==> src/rtl/shadow_ret_stack.sv <==
// Shadow return-address stack: keyed entries pushed on calls, checked on returns.
// Overflow either drops the oldest entry (LOST) or crashes, depending on OVF_CRASH.
module shadow_ret_stack #(
  parameter int           VLEN      = 32,
  parameter int           DEPTH     = 8,
  parameter logic [31:0]  KEY       = 32'h73fa06c2,
  parameter bit           OVF_CRASH = 1'b0
) (
  input  logic                       clk_i,
  input  logic                       rst_ni,
  input  logic                       en_i,
  input  logic                       flush_i,
  input  logic                       call_valid_i,
  input  logic [VLEN-1:0]            call_ret_addr_i,
  input  logic                       ret_valid_i,
  input  logic [VLEN-1:0]            ret_target_i,
  input  logic                       crash_ack_i,
  output logic                       crash_o,
  output logic                       ovf_o,
  output logic [$clog2(DEPTH+1)-1:0] depth_o,
  output logic [15:0]                mismatch_cnt_o,
  output logic [1:0]                 state_o
);

  localparam int DW = $clog2(DEPTH+1);
  localparam int PW = $clog2(DEPTH);
  localparam logic [VLEN-1:0] KEY_V = VLEN'(KEY);

  typedef enum logic [1:0] {
    S_RUN   = 2'd0,
    S_LOST  = 2'd1,
    S_CRASH = 2'd2
  } state_t;

  logic [VLEN-1:0] r_mem [DEPTH];
  state_t          r_state;
  logic            r_crash;
  logic            r_ovf;
  logic [DW-1:0]   r_depth;
  logic [15:0]     r_cnt;

  logic            w_empty;
  logic            w_full;
  logic [PW-1:0]   w_top_idx;
  logic [VLEN-1:0] w_top;
  logic            w_act;
  logic            w_push;
  logic            w_pop;
  logic            w_miss;
  logic            w_pop_ok;
  logic            w_push_ok;
  logic            w_replace;
  logic            w_push_only;
  logic            w_wr;
  logic            w_shift;
  logic [PW-1:0]   w_widx;

  assign w_empty   = (r_depth == '0);
  assign w_full    = (r_depth == DW'(DEPTH));
  assign w_top_idx = PW'(r_depth - DW'(1));
  assign w_top     = r_mem[w_top_idx] ^ KEY_V;

  // Pop is evaluated before push; a failed check cancels the push of the same cycle.
  always_comb begin
    w_act       = en_i & ~flush_i & (r_state != S_CRASH);
    w_push      = w_act & call_valid_i;
    w_pop       = w_act & ret_valid_i;
    w_miss      = w_pop & (w_empty ? (r_state == S_RUN) : (ret_target_i != w_top));
    w_pop_ok    = w_pop & ~w_empty & ~w_miss;
    w_push_ok   = w_push & ~w_miss;
    w_replace   = w_pop_ok & w_push_ok;
    w_push_only = w_push_ok & ~w_pop_ok;
    w_wr        = w_replace | (w_push_only & (~w_full | ~OVF_CRASH));
    w_shift     = w_push_only & w_full & ~OVF_CRASH;
    w_widx      = (w_replace | w_full) ? w_top_idx : r_depth[PW-1:0];
  end

  // Entry 0 is always the oldest, so dropping it is a one-place shift down.
  always_ff @(posedge clk_i) begin
    if (w_shift) begin
      for (int i = 0; i < DEPTH-1; i++) r_mem[i] <= r_mem[i+1];
    end
    if (w_wr) r_mem[w_widx] <= call_ret_addr_i ^ KEY_V;
  end

  always_ff @(posedge clk_i or negedge rst_ni) begin
    if (!rst_ni) begin
      r_state <= S_RUN;
      r_crash <= 1'b0;
      r_ovf   <= 1'b0;
      r_depth <= '0;
      r_cnt   <= '0;
    end else if (flush_i) begin
      r_state <= S_RUN;
      r_crash <= 1'b0;
      r_ovf   <= 1'b0;
      r_depth <= '0;
    end else if (r_state == S_CRASH) begin
      if (crash_ack_i) begin
        r_state <= S_RUN;
        r_crash <= 1'b0;
        r_depth <= '0;
      end
    end else if (w_miss) begin
      r_state <= S_CRASH;
      r_crash <= 1'b1;
      if (r_cnt != 16'hFFFF) r_cnt <= r_cnt + 16'd1;
    end else if (w_pop_ok && !w_push_ok) begin
      r_depth <= r_depth - DW'(1);
    end else if (w_push_only) begin
      if (!w_full) begin
        r_depth <= r_depth + DW'(1);
      end else if (OVF_CRASH) begin
        r_state <= S_CRASH;
        r_crash <= 1'b1;
        r_ovf   <= 1'b1;
      end else begin
        r_state <= S_LOST;
        r_ovf   <= 1'b1;
      end
    end
  end

  assign crash_o        = r_crash;
  assign ovf_o          = r_ovf;
  assign depth_o        = r_depth;
  assign mismatch_cnt_o = r_cnt;
  assign state_o        = r_state;

endmodule

==> config.mk <==
export PLATFORM = sky130hd
export DESIGN_NAME = shadow_ret_stack
export DESIGN_NICKNAME = d
export VERILOG_FILES = /design/src/rtl/shadow_ret_stack.sv
export SDC_FILE = /design/constraint.sdc
export NUM_CORES = 1
export LEC_CHECK = 0
export BUFFER_PORTS_ARGS = -buffer_cell sky130_fd_sc_hd__buf_4
export CELL_PAD_IN_SITES_DETAIL_PLACEMENT = 0
export CELL_PAD_IN_SITES_GLOBAL_PLACEMENT = 1
export CORE_UTILIZATION = 50
export DETAILED_ROUTE_END_ITERATION = 8
export PLACE_DENSITY = 0.79
export SLEW_MARGIN = 0
export SYNTH_ARGS = -nofsm -noshare
export SYNTH_HDL_FRONTEND = slang
export SYNTH_SLANG_ARGS = --single-unit
==> constraint.sdc <==
create_clock -name clk_i -period 16.6 [get_ports clk_i]
set_input_delay 0.83 -clock clk_i [delete_from_list [all_inputs] [get_ports clk_i]]
set_output_delay 0.83 -clock clk_i [all_outputs]
set_load 0.1 [all_outputs]
* Word-level counts from Yosys, hierarchy flattened *
Memory sizes are Yosys's and may differ from the RTL's.
Cells that the tools add are included.

operators by class
  add/subtract/negate cells = 3
  equal/unequal tests = 12
  mux-type cells = 30
  bitwise gates (word level) = 20
  reductions and logical operators = 15

operators by type and width
  kind                   count
  $ne 32x32->1           1
  $not 16->16            2
  $mux 4                 7
  $add 16x1->16 const B  1
  $ne 16x16->1 const B   1
  $mux 1                 15
  $mux 2                 7
  $reduce_and 4->1       3
  $reduce_bool 4->1      3
  $and 1x1->1            11
  $ne 2x2->1 const B     4
  $not 1->1              5
  $reduce_and 5->1       1
  $add 4x1->4 const B    1
  $eq 4x4->1 const B     1
  $logic_not 4->1        1
  $ne 4x2->1 const B     1
  $ne 4x4->1 const B     1
  $reduce_bool 2->1      2
  $sub 4x1->4 const B    1
  $mux 3                 1
  $ne 3x2->1 const B     1
  $ne 3x3->1 const B     1
  $reduce_bool 3->1      1
  other kinds (6)        7

word-level totals
  register bits after elaboration = 24
  RAM bits = 256
  input port bits = 71
  output and inout bits = 24
  logic and storage cells = 86
  memories kept = 1

memory list
  name   words  bits a word  read ports  clocked after Yosys merged registers in  write ports  line  RTL
  r_mem  8      32           8           0                                        8            35    logic [VLEN-1:0] r_mem [DEPTH];

* Logic depth before layout (Yosys ltp) *
Gate-level depths: netlist (run 1).
An unclocked memory read counts as a cell.

  word-level depth = 15
  gate-level depth with buffers = 23
  depth with buffers taken out = 12

* Least setup slack after synthesis (run 1) *
Ideal clock, no wire load.

  path type = register to register
  start point = register r_depth[0], in the netlist depth_o[0]
  end point = memory r_mem[7][0] (enable)
  setup time = 470 ps
  data arrival time = 7,060 ps
  required time = 16,130 ps
  setup slack = 9,069 ps
  stages on the path, launching flop included = 19
  path buffers = 7
  period minus slack after synthesis = 7,531 ps
  cell sequence = dfrtp_1 buf_6 buf_6 buf_6 clkinv_1 buf_2 ha_1 buf_4 buf_2 buf_2 mux2i_1 nand2_1 a41o_1 a2111oi_0 nand4_1 nor4_1 mux2i_1 a211oi_2 a21boi_0

RTL lines
  item                    line  RTL
  from (decl)             39    logic [DW-1:0] r_depth;
  from (signal assigned)  109   r_depth <= r_depth - DW'(1);
  from (signal assigned)  112   r_depth <= r_depth + DW'(1);
  to (decl)               35

==> key figures, run 1 <==
STA
  – Final setup margin: 9.02 ns
  – Slew margin rel.: 20.6%
  – Setup violations, final: 0
  – Slew Viols, Final: 0
  – RSZ-0062 raised after global routing: no
  – Worst-Margin Slew: 1.19 ns
  – Skew final: around 0.02 ns
  – Hold Vio Cnt, Final: 0
  – Fin Hold WS: 0.149 ns
  – Setup TNS: 0 ns
  – Final min period: 7.58 ns
  – Max Fclk: 132 MHz
  – Final period util: between 40% and 50%

Die
  – Total core area: between 20,000 and 30,000 µm²
  – Die height: 174 µm
  – Row count: 62
  – Die area: a little over 30,000 µm²
  – Die W: 174 µm
  – Initial core utilization: 51.4%
  – # IOs: 95

Global routing
  – First-pass GRT wire length: roughly 56,000 µm
  – Remaining global-route overflow: 0
  – Pin count of the biggest net entering global routing: 60
  – Initial antenna violation count: 2
  – Vias in the first global route: 9,091
  – GRT Overall Usage: 24.7%

Synth
  – Area of the mapped netlist: 14,900 µm²
  – Top FF cell, synth: edfxtp_1
  – Most common cell in the netlist: edfxtp_1
  – Leading area contributor after synthesis: edfxtp_1
  – Cells after Synth: around 960
  – Compound-Gate Fraction of Synth Area: 3.06%
  – Async S/R FF share, synth: 8.57%
  – Sequential area share after synthesis: 55.8%
  – Multiplexer share of the synthesized area: between 20 and 30%
  – Warnings, synthesis: 0
  – Post-synthesis simple-gate area fraction: 6.23%
  – EDFF count, synth: about 260
  – Most frequent cells after synthesis: 256 x edfxtp_1, 106 x mux2_2, 92 x mux2_1
  – Syn Nets: around 1,000
  – Synth Register Bits: 280
  – Synth unique cells: 70
  – Area share of the largest cell type after synthesis: between 50% and 60%
  – Main combinational cell family by area after synthesis: multiplexers
  – Average size of a mapped cell: 15.5 µm²
  – Post-synthesis adder-cell area fraction: less than 1%
  – Synth top area cells: edfxtp_1 52%, mux4_2 8.9%, mux2_2 8.0%
  – Synth Area in XOR/XNOR: 2.53%

Placement
  – Placed Area: 15,900 µm²
  – PortBufs: between 90 and 100
  – RD Place Congestion: 0.815
  – Post-Place Setup Slack: around 9 ns
  – Final HPWL DP: 22,300 µm

Worst setup path
  – CP Capture Type: flip-flop
  – CP cell instances: clkinv_1 -> ha_4 -> buf_4 -> mux2i_1 -> mux4_2 -> xor2_1 -> o21ai_1 -> or4_4 -> nor4_4 -> nand3_2 -> mux2i_1 -> nand3_2 -> nand2_2
  – Crit path max-delay cell type: nand2_2
  – Worst Path Arrival: 7.76 ns
  – Worst EP required: 16.77 ns
  – Crit path max-delay family: simple AND/OR/NAND/NOR gates
  – Setup crit start kind: flip-flop
  – Worst setup path class: flip-flop to flip-flop
  – Reg-to-reg slack, setup: 9.02 ns
  – WP buf/inv: 2
  – CP peak stage delay: between 1 and 1.5 ns
  – Crit path max fanout: 59

CTS
  – Clk_lat worst skew: 0.57 ns
  – Clk sinks: 280
  – Htree depth: 1
  – CTS root buf: clkbuf_16
  – Postcts setup bufs: 0
  – CTS tree: done
  – CTS clk-pin slew, worst paths: 0.06 ns
  – Clock buffer depth: 3
  – Post-CTS sizing: 0
  – TritonCTS Buffers: 31
  – Cts hold-fix bufs: 0

Run status
  – Outcome: finished, final reports clean

Finish
  – Syn-to-layout area delta: 14.7%
  – Final Net Count: 1,121
  – Number of fill cells: about 2,200
  – Finished Cell Area: 17,000 µm²
  – Share of layout cells above drive strength 1: 35.5%

Power and ir drop
  – Total power: between 1.5 and 2 mW
  – Sw Pwr: 0.431 mW
  – Comb power frac: 11.9%
  – Flop pwr share: 44.6%
  – Sw Ratio: 24.5%
  – Pwr Density: 103 nW/µm²
  – Part of the power in the clock network: 43.5%
  – Max VDD drop: 0.0000943 V
  – P_leak: around 6.1 nW
  – Cell Int Power: 1.33 mW

Drt
  – DRT Pass-1 Iters: 5
  – Wire per inst: 25.5 µm
  – Detailed Route WL: around 37,000 µm
  – Vias after detailed routing: roughly 8,800
  – Vias/cell: between 6 and 7
  – DRC: 0
  – 1st-iter DRT viols: 831
  – Routed Antenna Nets: 0

Hold path
  – Hold WC Path Type: input pin to asynchronous set/reset pin

Job
  – Max_cap viols: 0
## through the flow
stage | util [%] | cells
global route | 58.9 | 1455
floorplan | - | 958
finish | 58.9 | 1457
CTS | 58.9 | 1455
global placement | 55.0 | 1398
detailed placement | 55.0 | 1398
## power groups by stage
stage          clock [mW]  combinational, mW  sequential (mW)
3_5_place_dp            0              0.211            0.799
2_1_floorplan           0              0.112            0.832
3_3_place_gp            0              0.209            0.799
5_1_grt             0.798              0.223            0.786
6_report            0.766              0.209            0.785
4_1_cts             0.774              0.211            0.784
## worst paths after layout
check,from,end,depth (start not counted)
hold reg to reg,crash_o$_DFFE_PN0P_,crash_o$_DFFE_PN0P_,2
hold / removal,rst_ni,depth_o[0]$_DFFE_PN0P_,1
min in group clk_i,flush_i,depth_o[3]$_DFFE_PN0P_,2
setup reg to reg,depth_o[0]$_DFFE_PN0P_,r_mem[1][19]$_DFFE_PP_,13
max in group asynchronous,rst_ni,depth_o[0]$_DFFE_PN0P_,1
setup / recovery,depth_o[0]$_DFFE_PN0P_,r_mem[1][19]$_DFFE_PP_,13
## layout make-up
type	instances	area, µm²	share of cell area, %
flip-flops and latches	280	8290	48.6
multi-input cells	598	6230	36.5
repair buffers	107	803	4.71
clock buffers	32	779	4.57
well taps	384	480	2.82
clock inverters	25	349	2.05
inverters	29	109	0.639
diodes	2	5.00	0.0294
## per-layer routing
metal	vias up	track usage (%)	share of wire, %
met2	277	41.1	48
met1	4559	34.6	45
li1	3955	-	-
met4	0	5.37	2.0
met3	43	3.41	5.0
met5	-	0	0
## cells by family (layout without fill, tap and decap cells)
group                      count (synthesis)  in the layout
buffers and inverters                     80            193
DFF                                      280            280
AOI/OAI and AO/OA                         61             61
xor gates and xnor gates                  42             42
other                                      0              2
adders and majority gates                  3              3
and+or+nand+nor                          170            170
muxes                                    322            322
## registers in the layout, summed over array words and instances, names as in the netlist
name            flops
r_mem             256
mismatch_cnt_o     16
depth_o             4
state_o             2
crash_o             1
ovf_o               1
## placed cells by master (no fill, tap or decap), drive strengths merged, types with 4 or more instances in the layout
cell	instances
nand3	22
nor2	26
o2111ai	5
nand4	9
and2	5
nor4	4
mux2i	36
and3	9
inv	28
xnor2	26
clkinv	16
a31oi	6
nand2	50
o21ai	6
clkbuf	32
mux4	59
edfxtp	256
mux2	227
xor2	16
buf	107
a21oi	10
dfrtp	24
nor3	13
nand2b	9
nor3b	5
nor2b	5
bufinv	9
Note: power is estimated with default switching activity, not from simulation.
==> run 2, diff against run 1 <==
==> constraint.sdc (replaced) <==
create_clock -name clk_i -period 7.1 [get_ports clk_i]
set_input_delay 0.355 -clock clk_i [delete_from_list [all_inputs] [get_ports clk_i]]
set_output_delay 0.355 -clock clk_i [all_outputs]
set_load 0.1 [all_outputs]
==> run 2 against run 1 <==
Net effect: fmax increased by 25%; global-route usage grew 0.76 points; wire length is 2.4% higher; utilization decreased by 0.26 points; non-clock buffer count grew 11; combinational power grew 140%; clock power is 95% higher; sequential power increased by 130%.
==> key figures, run 2 (synthesis gave the netlist of run 1 again) <==
Worst setup path
  – Reg-to-reg slack, setup: 1.02 ns (-8.00 ns)
  – CP cell instances: clkinv_1 -> ha_4 -> buf_12 -> mux2i_1 -> mux4_2 -> xor2_1 -> o21ai_1 -> or4_4 -> nor4_1 -> mux2i_1 -> a211oi_2 -> nand3_2 -> nand2_2 -> buf_12
  – Worst EP required: 7.36 ns (-9.41 ns)
  – Worst setup path class: flip-flop to flip-flop
  – WP buf/inv: 3 (+1)
  – Crit path depth: 14 (+1)
  – Reg2Reg Depth: 14 (+1)
  – Crit path max-delay family: simple AND/OR/NAND/NOR gates
  – Worst R2R End: r_mem[1][5]$_DFFE_PP_
  – Worst Path Arrival: 6.34 ns (-1.42 ns)
  – Crit path max fanout: 40 (-32%)
  – CP Capture Type: flip-flop
  – CP peak stage delay: 0.69 ns (-0.52 ns)
  – Worst r2r src: depth_o[0]$_DFFE_PN0P_
  – Setup crit start kind: flip-flop
  – Crit path max-delay cell type: dfrtp_4

Finish
  – Post-Layout Cell Count: 1,466 (+0.62%)
  – Ant. Diodes: 0 (-2)
  – Footprint of the multi-input gates: 6230 µm² (unchanged)
  – Final Net Count: 1,132 (+0.98%)
  – Syn-to-layout area delta: 14.2%
  – Finished Cell Area: 17,000 µm² (-0.44%)
  – Top reg by flops: r_mem
  – Share of layout cells above drive strength 1: 34.9% (-0.55 points)
  – Max reg flops: 256 (unchanged)
  – Commonest cells after routing, fill and taps aside: 256 x edfxtp_1, 112 x buf_4, 106 x mux2_2
  – Register area: 8290 µm² (unchanged)
  – Number of fill cells: 2,305 (+3.0%)
  – Most common cell after layout, fill and taps aside: edfxtp_1

STA
  – Slew Viols, Final: 0 (unchanged)
  – Final min period: 6.08 ns (-1.50 ns)
  – Worst-Margin Slew: 0.945 ns (-0.242 ns)
  – Setup violations, final: 0 (unchanged)
  – Setup TNS: 0 ns (unchanged)
  – Final period util: 85.6% (+40 points)
  – Max Fclk: 165 MHz (+25%)
  – RSZ-0062 raised after global routing: no
  – Hold Vio Cnt, Final: 0 (unchanged)
  – Slew margin rel.: 37.0% (+16 points)
  – Skew final: 0.0164 ns (-0.00404 ns)

Run status
  – Outcome: finished, final reports clean

CTS
  – Postcts setup bufs: 0 (unchanged)
  – Htree depth: 1 (unchanged)
  – Clk_lat worst skew: 0.57 ns (about the same)
  – TritonCTS Buffers: 31 (unchanged)
  – CTS clk-pin slew, worst paths: 0.06 ns (about the same)
  – CTS tree: done
  – Clk sinks: 280 (unchanged)
  – Clock buffer depth: 3 (unchanged)
  – CTS root buf: clkbuf_16

Hold path
  – Hold endpoint: r_mem[7][11]$_DFFE_PP_
  – Min-Delay Path Depth: 1
  – Hold Crit Start: call_ret_addr_i[11]
  – Hold WC Path Type: input pin to flip-flop

Drt
  – Detailed Route WL: 38,100 µm (+2.4%)
  – Wire per inst: 26.0 µm (+1.8%)
  – Vias after detailed routing: 8,940 (+1.2%)
  – DRC: 0 (unchanged)
  – 1st-iter DRT viols: 757 (-8.9%)
  – DRT Pass-1 Iters: 5 (unchanged)
  – Vias/cell: 6.10 (+0.58%)
  – Routed Antenna Nets: 0 (unchanged)

Placement
  – Placed Area: 16,000 µm² (+0.74%)
  – RD Place Congestion: 0.812 (-0.37%)
  – Final HPWL DP: 23,900 µm (+7.4%)
  – PortBufs: 94 (unchanged)
  – Cell Count Post-Placement: 1,407 (+0.64%)

Global routing
  – First-pass GRT wire length: 57,700 µm (+2.3%)
  – Initial antenna violation count: 0 (-2)
  – GRT Overall Usage: 25.5% (+0.76 points)
  – Remaining global-route overflow: 0 (unchanged)
  – Vias in the first global route: 9,196 (+1.2%)
  – Pin count of the biggest net entering global routing: 57 (-5.0%)

Power and ir drop
  – Sw Ratio: 26.0% (+1.5 points)
  – Sw Pwr: 0.993 mW (+130%)
  – Pwr Density: 225 nW/µm² (+120%)
  – Cell Int Power: 2.83 mW (+110%)
  – Comb power frac: 13.2% (+1.3 points)
  – Part of the power in the clock network: 39.0% (-4.5 points)
  – Flop pwr share: 47.8% (+3.2 points)
  – Max VDD drop: 0.000205 V (+120%)
  – P_leak: 6.04 nW (-0.79%)

Die
  – Total core area: 28,900 µm² (unchanged)
  – # IOs: 95 (unchanged)
  – Initial core utilization: 51.4% (unchanged)
  – Die W: 174 µm (unchanged)
  – Die area: 30,400 µm² (unchanged)
  – Die height: 174 µm (unchanged)
  – Row count: 62 (unchanged)

Job
  – Max_cap viols: 0 (unchanged)
run 2: how the worst max path moves through the flow:
stage	start	to	slack (ns)
6_report	depth_o[0]$_DFFE_PN0P_	r_mem[1][5]$_DFFE_PP_	1.02
5_1_grt	depth_o[0]$_DFFE_PN0P_	r_mem[1][5]$_DFFE_PP_	0.70
3_3_place_gp	depth_o[0]$_DFFE_PN0P_	r_mem[5][17]$_DFFE_PP_	1.05
3_5_place_dp	depth_o[0]$_DFFE_PN0P_	r_mem[1][9]$_DFFE_PP_	1.05
4_1_cts	depth_o[0]$_DFFE_PN0P_	r_mem[1][5]$_DFFE_PP_	1.04
2_1_floorplan	depth_o[0]$_DFFE_PN0P_	r_mem[7][0]$_DFFE_PP_	0.40
run 2: area by class of cell:
class | count | area share [%]
inverters | 29 | 0.641
clock inverters | 15 | 0.612
clock buffers | 42 | 4.81
flip-flops and latches | 280 | 48.9
well taps | 384 | 2.83
multi-input cells | 598 | 36.7
repair buffers | 118 | 5.54
run 2: per-layer routing:
metal	global-route usage (%)	part of all wire [%]	vias to the layer above
met5	0	0	-
met4	6.94	2.1	0
met3	3.50	5.6	60
met2	41.6	48	289
met1	35.8	44	4617
li1	-	-	3974
run 2: what timing repair did:
action / in CTS / in global routing
hold buffers: 2 / 0
endpoints found under the hold margin: 25 / 0
resized for setup: 0 / 0
run 2: power by group through the flow:
stage | logic (mW) | clock network (mW) | registers (mW)
4_1_cts | 0.507 | 1.51 | 1.83
3_5_place_dp | 0.505 | 0 | 1.86
3_3_place_gp | 0.500 | 0 | 1.86
6_report | 0.504 | 1.49 | 1.83
2_1_floorplan | 0.263 | 0 | 1.95
5_1_grt | 0.537 | 1.57 | 1.83
run 2: per-stage QoR:
step	hold slack [ns]	utilization, %	worst slack [ns]	total power, mW
2_1_floorplan	0.0594	-	0.404	2.21
3_3_place_gp	0.277	55.4	1.05	2.36
3_5_place_dp	0.278	55.4	1.05	2.37
4_1_cts	0.00679	58.7	1.04	3.85
5_1_grt	0.0224	58.7	0.701	3.94
6_report	0.0301	58.7	1.02	3.83
